### src/rtl/trace_plotter_if.sv
// rtl/trace_plotter_if.sv - sample stream and framebuffer write port bundle for trace_plotter
interface trace_plotter_if;
  logic [7:0]  in_x;
  logic [7:0]  in_y;
  logic [11:0] in_color;
  logic        in_valid;
  logic        in_ready;
  logic        clear;
  logic [7:0]  fb_x;
  logic [6:0]  fb_y;
  logic [11:0] fb_color;
  logic        fb_we;
  logic        sweep_done;
  logic        drop;

  // Trace generator side: produces samples, observes the framebuffer port
  modport master (
    output in_x, in_y, in_color, in_valid, clear,
    input  in_ready, fb_x, fb_y, fb_color, fb_we, sweep_done, drop
  );

  // Plotter side: consumes samples, drives the framebuffer port
  modport slave (
    input  in_x, in_y, in_color, in_valid, clear,
    output in_ready, fb_x, fb_y, fb_color, fb_we, sweep_done, drop
  );
endinterface

### src/rtl/trace_plotter.sv
// rtl/trace_plotter.sv - per-column erase-then-draw plotter into a 160x120 framebuffer
module trace_plotter #(
  parameter logic [11:0] BG_COLOR = 12'h000,
  parameter int          X_MAX    = 159,
  parameter int          Y_MAX    = 119
) (
  input  logic          clk,
  input  logic          reset,
  trace_plotter_if.slave bus
);

  localparam int         HIST_N = X_MAX + 1;
  localparam logic [7:0] XMAX8  = 8'(X_MAX);
  localparam logic [7:0] YMAX8  = 8'(Y_MAX);

  typedef enum logic [1:0] {IDLE, ERASE, DRAW} state_t;

  state_t             state_q, state_d;
  logic [7:0]         x_q, x_d;
  logic [6:0]         y_q, y_d;
  logic [11:0]        color_q, color_d;
  logic [7:0]         fb_x_q, fb_x_d;
  logic [6:0]         fb_y_q, fb_y_d;
  logic [11:0]        fb_color_q, fb_color_d;
  logic               fb_we_q, fb_we_d;
  logic               sweep_done_q, sweep_done_d;
  logic               drop_q, drop_d;
  logic [HIST_N-1:0]  hist_v_q, hist_v_d;
  logic [6:0]         hist_y_q [HIST_N];
  logic               hist_we;

  logic               accept;
  logic               in_range;
  logic               hist_hit;
  logic [6:0]         y_clamped;

  assign bus.in_ready   = (state_q == IDLE);
  assign bus.fb_x       = fb_x_q;
  assign bus.fb_y       = fb_y_q;
  assign bus.fb_color   = fb_color_q;
  assign bus.fb_we      = fb_we_q;
  assign bus.sweep_done = sweep_done_q;
  assign bus.drop       = drop_q;

  assign accept    = bus.in_valid && (state_q == IDLE);
  assign in_range  = (bus.in_x <= XMAX8);
  // Decision uses the history as it stood before any same-cycle clear
  assign hist_hit  = in_range && hist_v_q[bus.in_x];
  assign y_clamped = (bus.in_y > YMAX8) ? YMAX8[6:0] : bus.in_y[6:0];

  // Next state, next registered outputs and history-valid update
  always_comb begin
    state_d      = state_q;
    x_d          = x_q;
    y_d          = y_q;
    color_d      = color_q;
    fb_x_d       = fb_x_q;
    fb_y_d       = fb_y_q;
    fb_color_d   = fb_color_q;
    fb_we_d      = 1'b0;
    sweep_done_d = 1'b0;
    drop_d       = 1'b0;
    hist_we      = 1'b0;
    hist_v_d     = bus.clear ? '0 : hist_v_q;

    case (state_q)
      IDLE: begin
        if (accept) begin
          x_d     = bus.in_x;
          y_d     = y_clamped;
          color_d = bus.in_color;
          if (!in_range) begin
            drop_d = 1'b1;
          end else begin
            fb_we_d = 1'b1;
            fb_x_d  = bus.in_x;
            if (hist_hit) begin
              state_d    = ERASE;
              fb_y_d     = hist_y_q[bus.in_x];
              fb_color_d = BG_COLOR;
            end else begin
              state_d    = DRAW;
              fb_y_d     = y_clamped;
              fb_color_d = bus.in_color;
            end
          end
        end
      end
      ERASE: begin
        state_d    = DRAW;
        fb_we_d    = 1'b1;
        fb_y_d     = y_q;
        fb_color_d = color_q;
      end
      DRAW: begin
        state_d        = IDLE;
        hist_we        = 1'b1;
        // Set after the clear so the column just drawn survives a colliding clear
        hist_v_d[x_q]  = 1'b1;
        sweep_done_d   = (x_q == XMAX8);
      end
      default: state_d = IDLE;
    endcase
  end

  // State, latched sample, output registers and history-valid bits
  always_ff @(posedge clk or posedge reset) begin
    if (reset) begin
      state_q      <= IDLE;
      x_q          <= '0;
      y_q          <= '0;
      color_q      <= '0;
      fb_x_q       <= '0;
      fb_y_q       <= '0;
      fb_color_q   <= '0;
      fb_we_q      <= 1'b0;
      sweep_done_q <= 1'b0;
      drop_q       <= 1'b0;
      hist_v_q     <= '0;
    end else begin
      state_q      <= state_d;
      x_q          <= x_d;
      y_q          <= y_d;
      color_q      <= color_d;
      fb_x_q       <= fb_x_d;
      fb_y_q       <= fb_y_d;
      fb_color_q   <= fb_color_d;
      fb_we_q      <= fb_we_d;
      sweep_done_q <= sweep_done_d;
      drop_q       <= drop_d;
      hist_v_q     <= hist_v_d;
    end
  end

  // Row history is plain storage; its validity lives in hist_v_q
  always_ff @(posedge clk) begin
    if (hist_we) begin
      hist_y_q[x_q] <= y_q;
    end
  end

endmodule

### src/flat_wrapper.sv
// flat-port wrapper written by rule: the top's interface ports become plain ports
module trace_plotter_flat 
#(
  parameter logic [11:0] BG_COLOR = 12'h000,
  parameter int          X_MAX    = 159,
  parameter int          Y_MAX    = 119
)
  (clk, reset, bus_in_x, bus_in_y, bus_in_color, bus_in_valid, bus_clear, bus_in_ready, bus_fb_x, bus_fb_y, bus_fb_color, bus_fb_we, bus_sweep_done, bus_drop);
  trace_plotter_if bus_i ();
  input  logic clk;
  input  logic reset;
  input wire logic [$bits(bus_i.in_x)-1:0] bus_in_x;
  input wire logic [$bits(bus_i.in_y)-1:0] bus_in_y;
  input wire logic [$bits(bus_i.in_color)-1:0] bus_in_color;
  input wire logic [$bits(bus_i.in_valid)-1:0] bus_in_valid;
  input wire logic [$bits(bus_i.clear)-1:0] bus_clear;
  output wire logic [$bits(bus_i.in_ready)-1:0] bus_in_ready;
  output wire logic [$bits(bus_i.fb_x)-1:0] bus_fb_x;
  output wire logic [$bits(bus_i.fb_y)-1:0] bus_fb_y;
  output wire logic [$bits(bus_i.fb_color)-1:0] bus_fb_color;
  output wire logic [$bits(bus_i.fb_we)-1:0] bus_fb_we;
  output wire logic [$bits(bus_i.sweep_done)-1:0] bus_sweep_done;
  output wire logic [$bits(bus_i.drop)-1:0] bus_drop;
  assign bus_i.in_x = bus_in_x;
  assign bus_i.in_y = bus_in_y;
  assign bus_i.in_color = bus_in_color;
  assign bus_i.in_valid = bus_in_valid;
  assign bus_i.clear = bus_clear;
  assign bus_in_ready = bus_i.in_ready;
  assign bus_fb_x = bus_i.fb_x;
  assign bus_fb_y = bus_i.fb_y;
  assign bus_fb_color = bus_i.fb_color;
  assign bus_fb_we = bus_i.fb_we;
  assign bus_sweep_done = bus_i.sweep_done;
  assign bus_drop = bus_i.drop;
  trace_plotter #(.BG_COLOR(BG_COLOR), .X_MAX(X_MAX), .Y_MAX(Y_MAX)) u_core (.clk(clk), .reset(reset), .bus(bus_i));
endmodule
### config.mk
export PLATFORM = sky130hd
export DESIGN_NAME = trace_plotter_flat
export DESIGN_NICKNAME = d
export VERILOG_FILES = /design/src/rtl/trace_plotter_if.sv /design/src/rtl/trace_plotter.sv /design/src/flat_wrapper.sv
export SDC_FILE = /design/constraint.sdc
export NUM_CORES = 2
export LEC_CHECK = 0
export ABC_AREA = 1
export BUFFER_PORTS_ARGS = -buffer_cell sky130_fd_sc_hd__buf_2
export CAP_MARGIN = 20
export CELL_PAD_IN_SITES_DETAIL_PLACEMENT = 1
export CELL_PAD_IN_SITES_GLOBAL_PLACEMENT = 2
export CORE_MARGIN = 4
export CORE_UTILIZATION = 26
export CTS_BUF_LIST = sky130_fd_sc_hd__clkbuf_2
export CTS_CLUSTER_DIAMETER = 200
export DETAILED_ROUTE_END_ITERATION = 8
export PLACE_DENSITY = 0.64
export SETUP_SLACK_MARGIN = 0.15
export SLEW_MARGIN = 20
export SYNTH_ARGS = -nofsm -noshare
export SYNTH_HDL_FRONTEND = slang
export SYNTH_SLANG_ARGS = --single-unit
### constraint.sdc
create_clock -name clk -period 7.23 [get_ports clk]
set_input_delay 0.723 -clock clk [delete_from_list [all_inputs] [get_ports clk]]
set_output_delay 0.723 -clock clk [all_outputs]
set_load 0.05 [all_outputs]
Word-level counts from Yosys, hierarchy flattened
Memory sizes are Yosys's and may differ from the RTL's.
Index checks and enable logic that the tools add are counted.
{"block": "classes", "order_cmp": 5, "bitwise_logic": 1, "muxes": 29, "eq_ne": 5, "reduce_logical": 9}
{"cell": "$mux 160", "count": 2}
{"cell": "$or 160x160->160", "count": 1}
{"cell": "$mux 12", "count": 3}
{"cell": "$mux 7", "count": 4}
{"cell": "$pmux 12 s2", "count": 1}
{"cell": "$lt 8x9->1 const B", "count": 2}
{"cell": "$pmux 7 s2", "count": 1}
{"cell": "$mux 1", "count": 11}
{"cell": "$bmux 1 s8", "count": 1}
{"cell": "$demux 1 s8", "count": 1}
{"cell": "$eq 8x8->1 const B", "count": 1}
{"cell": "$ge 8x1->1 const B", "count": 1}
{"cell": "$gt 8x7->1 const B", "count": 1}
{"cell": "$le 8x8->1 const B", "count": 1}
{"cell": "$mux 2", "count": 3}
{"cell": "$reduce_and 3->1", "count": 2}
{"cell": "$ne 2x1->1 const B", "count": 2}
{"cell": "$pmux 2 s2", "count": 1}
{"cell": "$reduce_and 2->1", "count": 2}
{"cell": "$logic_and 1x1->1", "count": 3}
{"cell": "$eq 2x1->1 const B", "count": 1}
{"cell": "$eq 2x2->1 const B", "count": 1}
{"cell": "$logic_not 2->1", "count": 1}
{"cell": "$pmux 1 s2", "count": 1}
{"cell": "$reduce_bool 2->1", "count": 1}
{"block": "totals", "mem_count": 1, "reg_bits": 219, "mem_bits_rw": 1120, "output_inout_bits": 31}
{"memory": "u_core.hist_y_q", "depth": 160, "word_bits": 7, "read_ports": 1, "rd_clocked_by_memory_dff": 0, "wr": 1, "line_no": "trace_plotter.sv:29", "rtl": "logic [6:0] hist_y_q [HIST_N];"}

Longest topological paths before layout
{"block": "logic_depth", "ltp_word": 7, "mapped_depth": 21, "depth_no_buf": 17}

Worst setup path before layout
Ideal clock, no wire load.
{"block": "synth_timing", "kind": "reg2reg", "start": "register u_core.y_q[0]", "end": "memory u_core.hist_y_q[0][0] (data pin)", "path_buffers": 0, "stages_incl_launch_ff": 1, "arrival_ns": 2.103, "required_time_ns": 6.652, "synth_period_minus_slack_ns": 2.681, "slack_ns": 4.549, "path_cell_list": "dfrtp_1"}
{"element": "from (decl)", "line_no": "trace_plotter.sv:20", "rtl": "logic [6:0] y_q, y_d;"}
{"element": "from (signal assigned)", "line_no": "trace_plotter.sv:123", "rtl": "y_q <= y_d;"}
{"element": "to (decl)", "line_no": "trace_plotter.sv:29"}
No word-level cell before the write port.

Worst setup path after layout
{"block": "layout_timing", "start": "input port bus_in_x[1]", "end": "register u_core.fb_color_q[11], in the netlist u_core.bus.fb_color[11]"}
{"block": "layout_between", "elab_chain_len": 7, "elab_cells_between_ends": 10}
{"element": "from (decl)", "line_no": "flat_wrapper.sv:12", "rtl": "input wire logic [$bits(bus_i.in_x)-1:0] bus_in_x;"}
{"element": "$bmux 1 s8", "line_no": "trace_plotter.sv:48", "rtl": "assign hist_hit = in_range && hist_v_q[bus.in_x];"}
{"element": "$mux 1 (not written as such)", "line_no": "trace_plotter.sv:48"}
{"element": "$logic_and 1x1->1", "line_no": "trace_plotter.sv:48"}
{"element": "$mux 12", "line_no": "trace_plotter.sv:77", "rtl": "if (hist_hit) begin"}
{"element": "$mux 12", "line_no": "trace_plotter.sv:72", "rtl": "if (!in_range) begin"}
{"element": "$mux 12", "line_no": "trace_plotter.sv:68", "rtl": "if (accept) begin"}
{"element": "$pmux 12 s2", "line_no": "trace_plotter.sv:66", "rtl": "case (state_q)"}
{"element": "to (signal assigned)", "line_no": "trace_plotter.sv:127", "rtl": "fb_color_q <= fb_color_d;"}
{"element": "to (decl)", "line_no": "trace_plotter.sv:24", "rtl": "logic [11:0] fb_color_q, fb_color_d;"}
Parallel ways exist; a longest one is shown, timed or not. The select of a mux whose other input is x is not followed.
A chain may end at the register's enable or synchronous reset.

==> results.ini <==
[synth]
synth_edf_count = 1120
yosys-top-cells-count = nand2_1, edfxtp_1, nand3_1
syn_area_sq_um = 55400
ys_types = 29
synth_fa_ha_area_share_pct = 0
ys.flop_type = edfxtp_1
synth_xor_area_share_pct = 0
yosysMostFrequentCell = nand2_1
synth_top_area_cell = edfxtp_1
synth_cells = 4941
synthMuxAreaShare_pct = 0
synth_top_area_share_pct = 60.7
syn_nets = 4973
synth_seq_cells = 1339
yosys_warnings = 0
synthTopCellsByArea = edfxtp_1, dfrtp_1, nand3_1
synth-simple-area-share_pct = 19.4
synth_compound_area_share_pct = 5.44
synth_top_family_by_area = simple AND/OR/NAND/NOR gates
yosysSeqAreaShare_pct = 70.6
async_reset_ff_share_pct = 16.4
syn_avg_cell_area_sq_um = 11.2

[detailed_routing]
remaining_drc_errors = 0
ant_nets = 0
drt_iter0_markers = 2410
dr.pass1.iters = 6
routed_wl_um = 184000
vias = 39500
vias_per_cell = 4.79
wl_per_cell_um = 22.2

[setup_path]
r2r_setup_slack_ns = 2.63
crit_start = bus_in_x[1]
crit_path_end_kind = flop
path_class = in2reg
worstPathMaxFanout = 157
required_ns = 8.93
reg2reg_to = u_core.bus.fb_color[11]
cp-start-kind = input port
r2r_cells = 19
cp-endpoint = u_core.bus.fb_color[11]
cp.arrival_ns = 7.55
r2r-start = u_core.hist_v_q[81]

[cts]
root_buffer = clkbuf_2
cts_setup_buffers = 0
clock_path_buffers = 4
htreeDepth = 5
clk_pin_slew_worst_paths_ns = 0.12
numClockSinks = 1339
postCtsHoldBufs = 105
cts_resized = 0
clkLatencyLatePin_ns = 1.80
cts_buffers = 367
cts_tree = yes

[sta]
tns_ns = 0
setup_viol = 0
skew_ns = 0.177
hold_violations = 0
worst_pin_slew_ns = 1.23
fmax_mhz = 171
holdWs_ns = 0.320
relSlewSlack_pct = 17.9
drv_slew = 0
rsz0062_at_grt = false
min_period_over_period_pct = 81.0
final.min_clock_period_ns = 5.85

[layout]
areaGrowthSynthToFinish_pct = 12.6
multi_input_area_sq_um = 13800
layout-drive-gt1-share_pct = 13.4
final_area_sq_um = 62400
final_nets = 5220
fill_cells = 23800
regArea_sq_um = 39100

[global_route]
overflow = 0
antenna_found_initial = 6
grtUsageTotal_pct = 16.3
grt_pass1_wl_um = 273000
grt_max_degree = 164
grt_pass1_vias = 41600

[floorplanning]
die_y_um = 470
design.die.area_sq_um = 221000
start_util_pct = 26.1
ioPinCount = 63
fp.dieW_um = 470
core_sq_um = 212000
row_count = 169

[placement]
gp_congestion = 0.744
numPortBuffers = 62
dpl.hpwl_um = 97700
place_area_sq_um = 58200

[run]
maxCapViolations = 0

[pwr]
peakVddDrop_v = 0.000173
p_per_area_nw_per_um2 = 255
total_power_w = 0.0159
leakage_nw = 22.4

[min_path]
hold_path_class = in2reg

[run_status]
outcome = completed

[cell families after synthesis]
family / count (synthesis)
AO/OA/AOI/OAI: 518
AND/OR/NAND/NOR: 2521
buffers and inverters: 563
flip-flops: 1339
[area by class of cell]
type                    count  share of cell area, %
well taps                2821                   5.66
clock inverters            97                  0.694
flip-flops and latches   1339                   62.7
multi-input cells        3039                   22.1
clock buffers             511                   4.10
repair buffers            248                   3.44
inverters                 193                   1.22
diodes                     11                 0.0441
[power breakdown]
group | internal, W | total [W] | leakage (nW) | switching (W)
clock network | 0.00195 | 0.00517 | 2.34 | 0.00322
logic | 0.000376 | 0.00181 | 7.03 | 0.00143
registers | 0.00878 | 0.00892 | 13.0 | 0.000146
[worst min path at each step]
stage,slack [ns],from,cells after the start,end
after floorplan,0.44,u_core.color_q[11],2,u_core.color_q[11]
after global placement,0.46,u_core.color_q[11],2,u_core.color_q[11]
after detailed placement,0.47,u_core.color_q[11],2,u_core.color_q[11]
after CTS,0.0001,bus_in_color[2],5,u_core.bus.fb_color[2]
after global routing,0.12,bus_in_color[2],5,u_core.bus.fb_color[2]
final,0.32,bus_in_x[5],5,u_core.x_q[5]
[critical path, cell delays in order]
cell and delay, ns:
dlygate4sd3_1 0.64, buf_8 0.47, clkinv_8 0.73, buf_4 0.64
nand3_1 0.17, nand3_1 0.09, nand2_1 0.13, nand2_1 0.05
nand3_1 0.09, nand3_1 0.14, nand2_1 0.10, nand2_1 0.06
dlygate4sd3_1 0.60, nand2_1 0.08, dlygate4sd3_1 0.61, nand2_4 0.11
nand2_4 0.08, dlygate4sd3_1 0.84, inv_4 0.20, nand3_2 0.10
a21oi_1 0.08, dlygate4sd3_1 0.57
[sequential cells by signal, summed over array words and instances (netlist names)]
signal / flops
u_core.bus.drop: 1
u_core.bus.fb_color: 12
u_core.bus.fb_we: 1
u_core.bus.fb_x: 8
u_core.bus.fb_y: 7
u_core.bus.sweep_done: 1
u_core.color_q: 12
u_core.hist_v_q: 160
u_core.hist_y_q: 1120
u_core.state_q: 2
u_core.x_q: 8
u_core.y_q: 7
[metal layers]
metal,track usage [%],up-vias,wire (um)
met3,3.15,265,8810
met4,4.93,0,4180
li1,-,18100,-
met2,27.1,955,88500
met1,21.5,20300,82100
met5,0,-,0
[per-stage QoR]
stage / setup slack, ns / util (%) / cells
floorplan: 0.514 / - / 4941
global placement: 2.59 / 27.5 / 7533
detailed placement: 2.64 / 27.5 / 7533
CTS: 1.81 / 29.4 / 8246
global route: 1.34 / 29.4 / 8253
finish: 1.38 / 29.4 / 8259
[cell usage in the layout, fill, tap and decap left out, types with 57 or more instances in the layout]
cell type      synthesis  routed
a21oi_1               74      74
dlygate4sd3_1          0     103
nand2_1             1222    1206
nand3_1              926     925
clkbuf_2               1     511
edfxtp_1            1120    1120
clkinv_1               3      80
inv_1                186     183
nor2_1               351     350
buf_2                152      57
buf_4                 34      74
o22ai_1              184     184
dfrtp_1              219     212
o21ai_0              164     164
(Power assumes the default switching activity.)
